[src/rtl/inst_decode_stage.sv]
// RV32I decode stage: decodes each fetched word at push time into a two-entry FIFO
// that feeds the execute stage. Optional macro IDU_RV32E_EN limits register fields to x0..x15.
module inst_decode_stage #(
    parameter int DEPTH = 2
) (
    input  logic        clk,
    input  logic        rst,
    input  logic        IFU_done,
    input  logic [31:0] instruction,
    input  logic [31:0] pc,
    input  logic        exu_ready,
    output logic        dec_valid,
    output logic [31:0] dec_pc,
    output logic [6:0]  dec_opcode,
    output logic [4:0]  dec_rd,
    output logic [4:0]  dec_rs1,
    output logic [4:0]  dec_rs2,
    output logic [2:0]  dec_funct3,
    output logic [6:0]  dec_funct7,
    output logic [31:0] dec_imm,
    output logic [2:0]  dec_imm_type,
    output logic        dec_illegal,
    output logic        dec_ebreak,
    output logic        fetch_stall,
    output logic        overflow
);

    localparam logic [1:0] FULL = 2'(DEPTH);

    localparam logic [2:0] IMM_NONE = 3'd0;
    localparam logic [2:0] IMM_I    = 3'd1;
    localparam logic [2:0] IMM_S    = 3'd2;
    localparam logic [2:0] IMM_B    = 3'd3;
    localparam logic [2:0] IMM_U    = 3'd4;
    localparam logic [2:0] IMM_J    = 3'd5;

    typedef struct packed {
        logic [31:0] pc;
        logic [6:0]  opcode;
        logic [4:0]  rd;
        logic [4:0]  rs1;
        logic [4:0]  rs2;
        logic [2:0]  funct3;
        logic [6:0]  funct7;
        logic [31:0] imm;
        logic [2:0]  imm_type;
        logic        illegal;
        logic        ebreak;
    } entry_t;

    entry_t     mem [2];
    entry_t     dec_in;
    entry_t     head;
    logic       wr_ptr;
    logic       rd_ptr;
    logic [1:0] count;
    logic [1:0] count_next;
    logic       push;
    logic       pop;
    logic       is_op;

    // Handshake: an entry transfers to execute on any rising edge where dec_valid and
    // exu_ready are both high; the head stays unchanged otherwise.
    assign pop  = (count != 2'd0) & exu_ready;
    assign push = IFU_done & ((count < FULL) | pop);

    always_comb begin
        dec_in          = '0;
        is_op           = 1'b0;
        dec_in.pc       = pc;
        dec_in.opcode   = instruction[6:0];
        dec_in.rd       = instruction[11:7];
        dec_in.funct3   = instruction[14:12];
        dec_in.rs1      = instruction[19:15];
        dec_in.rs2      = instruction[24:20];
        dec_in.funct7   = instruction[31:25];
        dec_in.ebreak   = (instruction == 32'h0010_0073);
        case (instruction[6:0])
            7'b0110111, 7'b0010111: begin
                dec_in.imm_type = IMM_U;
                dec_in.imm      = {instruction[31:12], 12'b0};
            end
            7'b1101111: begin
                dec_in.imm_type = IMM_J;
                dec_in.imm      = {{11{instruction[31]}}, instruction[31], instruction[19:12],
                                   instruction[20], instruction[30:21], 1'b0};
            end
            7'b1100111, 7'b0000011, 7'b0010011, 7'b1110011: begin
                dec_in.imm_type = IMM_I;
                dec_in.imm      = {{20{instruction[31]}}, instruction[31:20]};
            end
            7'b0100011: begin
                dec_in.imm_type = IMM_S;
                dec_in.imm      = {{20{instruction[31]}}, instruction[31:25], instruction[11:7]};
            end
            7'b1100011: begin
                dec_in.imm_type = IMM_B;
                dec_in.imm      = {{19{instruction[31]}}, instruction[31], instruction[7],
                                   instruction[30:25], instruction[11:8], 1'b0};
            end
            7'b0110011: begin
                is_op = 1'b1;
            end
            default: begin
                dec_in.illegal = 1'b1;
            end
        endcase
`ifdef IDU_RV32E_EN
        // Only 16 registers exist: any field the format actually reads or writes must be < 16.
        if ((dec_in.rd[4] & (is_op | dec_in.imm_type inside {IMM_U, IMM_J, IMM_I})) |
            (dec_in.rs1[4] & (is_op | dec_in.imm_type inside {IMM_I, IMM_S, IMM_B})) |
            (dec_in.rs2[4] & (is_op | dec_in.imm_type inside {IMM_S, IMM_B}))) begin
            dec_in.illegal = 1'b1;
        end
`endif
    end

    always_comb begin
        count_next = count;
        case ({push, pop})
            2'b10:   count_next = count + 2'd1;
            2'b01:   count_next = count - 2'd1;
            default: count_next = count;
        endcase
    end

    // At count 2 with push and pop, wr_ptr equals rd_ptr: the slot being vacated is refilled.
    always_ff @(posedge clk or negedge rst) begin
        if (!rst) begin
            for (int i = 0; i < 2; i++) begin
                mem[i] <= '0;
            end
            wr_ptr      <= 1'b0;
            rd_ptr      <= 1'b0;
            count       <= 2'd0;
            fetch_stall <= 1'b0;
            overflow    <= 1'b0;
        end else begin
            if (push) begin
                mem[wr_ptr] <= dec_in;
                wr_ptr      <= ~wr_ptr;
            end
            if (pop) begin
                rd_ptr <= ~rd_ptr;
            end
            count       <= count_next;
            fetch_stall <= (count_next == FULL);
            overflow    <= overflow | (IFU_done & ~push);
        end
    end

    assign head         = mem[rd_ptr];
    assign dec_valid    = (count != 2'd0);
    assign dec_pc       = head.pc;
    assign dec_opcode   = head.opcode;
    assign dec_rd       = head.rd;
    assign dec_rs1      = head.rs1;
    assign dec_rs2      = head.rs2;
    assign dec_funct3   = head.funct3;
    assign dec_funct7   = head.funct7;
    assign dec_imm      = head.imm;
    assign dec_imm_type = head.imm_type;
    assign dec_illegal  = head.illegal;
    assign dec_ebreak   = head.ebreak;

endmodule

[config.mk]
export PLATFORM = sky130hd
export DESIGN_NAME = inst_decode_stage
export DESIGN_NICKNAME = d
export VERILOG_FILES = /design/src/rtl/inst_decode_stage.sv
export SDC_FILE = /design/constraint.sdc
export NUM_CORES = 1
export LEC_CHECK = 0
export BUFFER_PORTS_ARGS = -buffer_cell sky130_fd_sc_hd__clkbuf_2
export CAP_MARGIN = 25
export CORE_MARGIN = 5
export CORE_UTILIZATION = 45
export DETAILED_ROUTE_END_ITERATION = 6
export GPL_TIMING_DRIVEN = 0
export HOLD_SLACK_MARGIN = 0.08
export PLACE_DENSITY = 0.78
export SYNTH_ARGS = -nofsm -noshare
export SYNTH_HDL_FRONTEND = slang
export SYNTH_SLANG_ARGS = --single-unit
[constraint.sdc]
create_clock -name clk -period 2.05 [get_ports clk]
set_input_delay 0.3075 -clock clk [delete_from_list [all_inputs] [get_ports clk]]
set_output_delay 0.3075 -clock clk [all_outputs]
set_load 0.01 [all_outputs]
* Yosys cells after proc, flatten, opt, wreduce, memory -nomap -nowiden
Index checks and enable logic that the tools add are counted.
** Storage, ports and cells
- Bits of input ports :: 68
- Output and inout bits :: 104
- Register bits :: 208
- Word-level logic and storage cells :: 71
** Operators by class
- Bitwise logic cells :: 10
- Reduce and logical (&&, ||, !) cells :: 5
- Eq/ne operators :: 14
- $add $sub $neg :: 2
- Magnitude comparators :: 4
- Muxes and demuxes :: 9
** Operators by type and width (number)
- 2-to-1 mux 101 bit :: 4
- bitwise mux 202 bit :: 1
- case mux 35 bit (5 select lines) :: 1
- demux 101 bit (select 1 bit) :: 1
- == test 32 x 21 -> 1 bit, second input constant :: 1
- == test 7 bit, second input constant :: 4
- == test 7 x 6 -> 1 bit, second input constant :: 3
- == test 7 x 5 -> 1 bit, second input constant :: 2
- OR reduction 10 bit :: 1
- == test 7 x 2 -> 1 bit, second input constant :: 1
- == test 2 bit, second input constant :: 2
- >= comparator 2 bit, second input constant :: 2
- inverter 1 -> 2 bit :: 2
- case mux 2 bit (2 select lines) :: 1
- OR reduction 4 bit :: 1
- AND 1 bit :: 3
- inverter 1 bit :: 3
- adder 2 x 1 -> 2 bit, second input constant :: 1
- == test 2 x 1 -> 1 bit, second input constant :: 1
- less-than comparator 2 x 1 -> 1 bit, second input constant :: 1
- less-than comparator 2 bit, second input constant :: 1
- OR 1 bit :: 2
- nonzero test 2 bit :: 1
- OR reduction 2 bit :: 1
- other kinds (3) :: 3

* Logic depth before layout (Yosys ltp)
Gate-level depths: netlist (run 1).
- Word-level depth :: 7
- Mapped depth :: 7
- Mapped depth without buffers :: 7

* Least setup slack after synthesis (run 1)
OpenSTA, ideal clock, no wires.
- Kind :: input -> register
- From :: input port instruction[29]
- To :: register mem[0] (netlist bit)
- Setup slack :: 0.181 ns
- Path buffers :: 0
- Required time :: 1.975 ns
- Setup time :: 0.075 ns
- Arrival :: 1.794 ns
- Stages :: 4
- Cell sequence :: or4_1 -> or4_1 -> or4_4 -> o21ai_2
** Between the ends
- Cells in the longest elaborated chain, start to end :: 2
** Ends and longest elaborated chain
- start: declaration :: RTL line 9 : input logic [31:0] instruction,
- == test 32 x 21 -> 1 bit :: RTL line 77 : dec_in.ebreak = (instruction == 32'h0010_0073);
- bitwise mux 202 bit :: RTL line 140 : mem[wr_ptr] <= dec_in;
- end signal: indexed assignment :: RTL line 140
- end: declaration :: RTL line 51 : entry_t mem [2];
No other way between the ends.
A chain may end at the register's enable or synchronous reset.

* Worst setup path after layout (run 1)
- From :: register rd_ptr
- To :: output port dec_imm[20]
** Between the ends
- Cells in the longest elaborated chain, start to end :: 4
** Ends and longest elaborated chain
- start: declaration :: RTL line 55 : logic rd_ptr;
- start signal: assignment :: RTL line 144 : rd_ptr <= ~rd_ptr;
- inverter 1 -> 2 bit (not written as such) :: RTL line 152 : assign head = mem[rd_ptr];
- 2-to-1 mux 101 bit (not written as such) (3 in series) :: RTL line 152
- end: declaration :: RTL line 20 : output logic [31:0] dec_imm,
No other way between the ends. The select of a mux whose other input is x is not followed.

==> flow_summary.yaml, run 1 <==
worst_hold_path:
  worstHoldPathType: "in2reg"
timing:
  fmax_mhz: 466
  worst_pin_slew_ns: 0.862
  skew_ns: 0.00865
  holdWs_ns: 0.0977
  finalSetupTns_ns: -3.74
  setup_slack_ns: -0.0951
  max_slew_margin: 0.421
  rsz0062_at_grt: "true"
  finalSetupViolations: 64
  layout_min_cycle_time_ns: 2.15
  hold_viol_final: 0
  period_share: 1.05
  drv_slew: 0
critical_path:
  worst-path-buf-inv: 4
  critPathMaxFanout: 5
  slowest_stage: "dfrtp_2"
  critical_path_arrival_ns: 1.84
  slowest_delay_ns: 0.45
  worstPathRequired_ns: 1.74
  ff2ff_setup_slack_ns: 0.03
  critPathTopFamily: "buffers and inverters"
  end_kind: "primary output"
  crit_type: "reg2out"
  path_cells: "buf_8 > buf_12 > clkbuf_16 > mux2_4 > buf_6"
  start_kind: "register"
grt:
  antenna_found_initial: 2
  grt.met3_usage: 0.0340
  busiest_layer: "met2"
  grt_usage: 0.222
  grt_pass1_vias: 7681
  grt_max_degree: 111
  grt_use_met2: 0.360
  use_met1: 0.308
  grt-ovfl-total: 0
  grt_pass1_wl_mm: 42.5
floorplanning:
  fp.dieH_um: 154
  pin_count: 172
  die-area_um2: 23600
  core_um2: 20300
  initial_core_util: 0.458
  num_rows: 52
  die_width_um: 154
yosys:
  yosysTopAreaCell: "dfrtp_1"
  ys.flop_type: "dfrtp_1"
  synth-edff-count: 0
  syn-num-nets: 884
  synth.distinct_cells: 45
  synth_top_area_share: 0.560
  ys_top_cells_by_area: "dfrtp_1 (56%), mux2_2 (20%), nand2_1 (8.6%)"
  synth_area_um2: 9300
  synthCells: 815
  synth_commonest_cells: "nand2_1 (212), dfrtp_1 (208), mux2_2 (169), clkbuf_1 (44), nor2_1 (28)"
  yosysWarnings: 0
  seq_area_frac_synth: 0.560
  ys_ff_latch: 208
  syn-mean-instance-area_um2: 11.4
  ys_async_sr_fraction: 1.00
  yosysMostFrequentCell: "nand2_1"
cts:
  numCtsBuffers: 23
  clock-sinks: 208
  cts-root-buf: "clkbuf_16"
  cts_buffer_depth: 3
  clk_pin_slew_ns: 0.06
  cts_tree: "done"
  clk-insertion-delay-late_ns: 0.50
  cts_max_level: 1
route:
  drt_iter0_drc: 604
  firstDrtPassIters: 5
  antenna_left: 0
  avgViaCountPerCell: 5.52
  drc: 0
  wl_per_cell_um: 20.3
  wl_mm: 27.4
  vias: 7449
place:
  place.gp.congestion: 0.880
  portBuffers: 169
  hpwl_mm: 17.3
  dp.cells: 1256
finish:
  regArea_um2: 5210
  final_util: 0.623
  n_fill_cell: 1575
  fin_cells: 1350
  antenna_cells: 0
  multi_input_area_um2: 4180
  nets: 1133
  drive_gt1_frac: 0.403
  area_growth_syn_to_layout_pct: 36.1
power_and_ir_drop:
  seqPwrFrac: 0.331
  internal_power_mw: 13.3
  clock_power_share: 0.204
  p_sw_mw: 6.71
  comb_power_share: 0.465
  peakVddDrop_mv: 0.893
  p_sw_frac: 0.335
  leakage_nw: 6.26
  p_per_area_nw_per_um2: 1590
run_status:
  status: "finished with violations"
  failed_checks: "setup timing"
run:
  drv_cap: 0
-- kinds of logic (layout without fill, tap and decap cells) --
family / Yosys count / count (layout) / share of synthesized area
muxes: 171 / 171 / 0.207
xor gates and xnor gates: 5 / 5 / 0.00471
adders and majority gates: 1 / 1 / 0.00135
and+or+nand+nor: 282 / 282 / 0.127
AOI/OAI and AO/OA: 93 / 93 / 0.0779
buffers and inverters: 55 / 320 / 0.0226
DFF: 208 / 208 / 0.560
-- tightest hold or removal path: cells and delay by family --
kind | cells | cell delay [ns]
AND/OR/NAND/NOR | 2 | 0.11
buffers and inverters | 1 | 0.14
-- routing by layer --
layer  share of wire  up-vias
li1                -     3350
met1            0.42     3684
met2            0.48      339
met3           0.066       72
met4           0.036        4
met5         0.00084        -
-- power by group through the flow --
stage               clock network [mW]  registers (mW)  logic, mW
floorplan                            0            6.32       4.63
global placement                     0            6.48       6.87
detailed placement                   0            6.55       7.01
CTS                               4.17            6.56       8.54
global route                      4.35            6.81       9.97
finish                            4.10            6.63       9.33
-- final cells by class --
cell class,count,area share
Buffer,49,0.0285
Multi-Input combinational cell,552,0.331
Sequential cell,208,0.412
Clock buffer,36,0.0557
Inverter,4,0.00119
Tap cell,270,0.0267
Clock inverter,5,0.00445
Timing Repair Buffer,226,0.141
-- state kept, by name (all words and copies together) (netlist names) --
register     count
rd_ptr           1
fetch_stall      1
mem            202
count            2
wr_ptr           1
overflow         1
-- through the flow --
step	setup slack (ns)	cell area, um2	total power [mW]
after global routing	-0.136	12700	21.1
after CTS	-0.175	12400	19.3
after global placement	-3.38	10500	13.4
final	-0.0951	12700	20.1
after detailed placement	-0.600	10500	13.6
after floorplan	0.181	9300	11.0
-- repair_timing --
item                       CTS  global route
setup endpoints to repair  266           194
hold buffers                39             0
gates cloned                 5             2
buffers inserted             8             1
hold endpoints to repair   168             0
gates resized for setup    134           113
-- layout by cell type, fill, tap and decap left out, types with 3 or more instances in the layout --
master and count:
nand2_1 212, dfrtp_1 207, clkbuf_2 132, mux2_2 99
mux2_4 70, buf_6 51, dlygate4sd3_1 39, clkbuf_16 31
nor2_1 27, a221o_1 24, clkbuf_1 23, a21oi_1 19
a2bb2oi_1 12, o21ai_0 10, a22o_1 10, clkbuf_8 9
nand3_1 8, buf_2 6, clkbuf_4 5, buf_8 4
inv_1 4, and3_1 4, buf_1 4, nor4_1 4
buf_4 4, xor2_1 3, nor3_2 3, nor3_1 3
a31oi_1 3
-- final timing paths --
check | endpoint | start | depth (start not counted)
min in group asynchronous | mem[77] | rst | 2
hold / removal | mem[58] | instruction[8] | 3
max in group asynchronous | mem[142] | rst | 3
setup reg to reg | mem[192] | count[1] | 5
setup / recovery | dec_imm[20] | rd_ptr | 5
hold reg to reg | mem[73] | mem[73] | 2
(Power assumes the default switching activity.)
==> run 2, diff against run 1 <==
CORE_UTILIZATION = 56   (was 45)
PLACE_DENSITY = 0.91   (was 0.78)
RECOVER_POWER = 100   (was default)
==> run 2 against run 1 <==
  * The run still ends with setup timing left
  * Sequential power hardly changed
  * Maximum frequency is 3.3% higher
  * Global-route usage is 3.9 points higher
  * Clock skew is 0.017 ns higher
  * Design area is 2.4% lower
  * Total power is 2.2% lower
  * Largest power group unchanged
==> flow_summary.yaml, run 2 (synthesis gave the netlist of run 1 again) <==
route:
  avgViaCountPerCell: 5.96
  firstDrtPassIters: 6
  drc: 0
  drt_iter0_drc: 693
  antenna_left: 0
  wl_mm: 27.9
  wl_per_cell_um: 21.6
  vias: 7689
power_and_ir_drop:
  p_per_area_nw_per_um2: 1590
  peakVddDrop_mv: 0.962
  seqPwrFrac: 0.339
  leakage_nw: 6.12
  internal_power_mw: 12.9
  p_sw_mw: 6.69
  p_sw_frac: 0.341
  clock_power_share: 0.195
  comb_power_share: 0.466
grt:
  grt_max_degree: 118
  grt_pass1_vias: 7892
  grt_pass1_wl_mm: 41.3
  antenna_found_initial: 1
  grt_usage: 0.262
  grt-ovfl-total: 0
place:
  hpwl_mm: 17.2
  place_area_um2: 10500
  portBuffers: 169
  place.gp.congestion: 0.918
critical_path:
  start_kind: "register"
  rr_startpoint: "count[1]"
  reg2reg_depth: 6
  r2r-end: "mem[125]"
  ff2ff_setup_slack_ns: -0.03
  crit_type: "reg2reg"
  end_kind: "register"
  worstPathRequired_ns: 2.44
  cp-startpoint: "count[1]"
  setup.worst_path.end: "mem[125]"
  critPathMaxFanout: 10
  critical_path_arrival_ns: 2.47
finish:
  top_regs: "mem: 202 flops, count: 2 flops"
  antenna_cells: 0
  drive_gt1_frac: 0.397
  largest-register: "mem"
  final_util: 0.753
  largest_register_ffs: 202
  final_cell_mix: "nand2_1 (212), dfrtp_1 (207), clkbuf_2 (140)"
  final_common_cell: "nand2_1"
  nets: 1126
  fin_area_um2: 12400
  area_growth_syn_to_layout_pct: 32.8
cts:
  cts_buffer_depth: 3
  cts_tree: "done"
  cts-root-buf: "clkbuf_16"
  clock-sinks: 208
  cts_max_level: 1
  clk_pin_slew_ns: 0.06
  numCtsBuffers: 22
  clk-insertion-delay-late_ns: 0.51
timing:
  period_share: 1.01
  holdWs_ns: 0.0974
  max_slew_margin: 0.426
  finalSetupViolations: 29
  rsz0062_at_grt: "true"
  worst_pin_slew_ns: 0.862
  skew_ns: 0.0256
  layout_min_cycle_time_ns: 2.08
  hold_viol_final: 0
  fmax_mhz: 482
  drv_slew: 0
  setup_slack_ns: -0.0262
floorplanning:
  fp.dieH_um: 139
  die-area_um2: 19300
  die_width_um: 139
  num_rows: 47
  initial_core_util: 0.567
  pin_count: 172
  core_um2: 16400
run_status:
  status: "finished with violations"
  failed_checks: "setup timing"
run:
  drv_cap: 0
worst_hold_path:
  hp-start: "instruction[12]"
  worstHoldPathType: "in2reg"
[run 2: cell count changes in the layout (fill, tap and decap cells not counted), moves of 2 or more]
cell	change
clkbuf_4	-2
buf_12	+7
mux2_4	-26
buf_6	-8
buf_4	-3
clkbuf_8	-6
clkinv_2	+3
clkbuf_2	+8
mux2_2	+26
buf_1	-4
buf_8	-3
[run 2: metrics by stage]
step	setup WS (ns)	power, mW	setup TNS, ns	cells
2_1_floorplan	0.181	11.0	0	815
4_1_cts	-0.0863	17.7	-3.49	1281
3_5_place_dp	-0.550	13.6	-63.28	1206
6_report	-0.0262	19.6	-0.353	1290
3_3_place_gp	-3.20	13.3	-721.88	1204
5_1_grt	-0.0660	20.6	-3.19	1290
[run 2: how the worst min path moves through the flow]
stage	depth (start not counted)	slack, ns	endpoint
final	3	0.1	mem[44]
after global routing	3	0.10	mem[47]
after CTS	3	0.08	mem[44]
after detailed placement	1	0.41	mem[49]
after global placement	2	0.45	mem[55]
after floorplan	0	0.01	count[0]
[run 2: layout make-up]
cell class                      count  area (um2)
Multi-Input combinational cell    552        4070
Fill cell                        1002        4060
Clock buffer                       31         626
Inverter                            4        15.0
Timing Repair Buffer              218        1730
Buffer                             51         380
Tap cell                          220         275
Sequential cell                   208        5210
Clock inverter                      6        55.1
[run 2: power by group through the flow]
stage / clock [mW] / sequential, mW / combinational (mW)
4_1_cts: 3.86 / 6.54 / 7.29
2_1_floorplan: 0 / 6.32 / 4.63
6_report: 3.83 / 6.66 / 9.14
3_5_place_dp: 0 / 6.59 / 6.99
3_3_place_gp: 0 / 6.47 / 6.80
5_1_grt: 4.03 / 6.83 / 9.71
[run 2: worst max-delay path: stages, from the launching register on]
cell      delay (ns)
dfrtp_1         0.40
nand2b_1        0.18
nand3b_1        0.17
clkbuf_4        0.26
clkbuf_4        0.26
clkbuf_2        0.28
a221o_1         0.42
[run 2: repair_timing]
item / CTS / global route
hold buffers: 38 / 0
setup endpoints to repair: 259 / 208
buffers inserted: 0 / 1
gates cloned: 0 / 8
gates resized for setup: 43 / 189
pin swaps: 0 / 0
endpoints found under the hold margin: 154 / 0
[run 2: routing by layer]
metal | GRT usage | part of all wire | up-vias
met5 | 0 | 0 | -
met3 | 0.0479 | 0.078 | 127
li1 | - | - | 3333
met1 | 0.339 | 0.37 | 3797
met4 | 0.124 | 0.057 | 0
met2 | 0.429 | 0.49 | 432
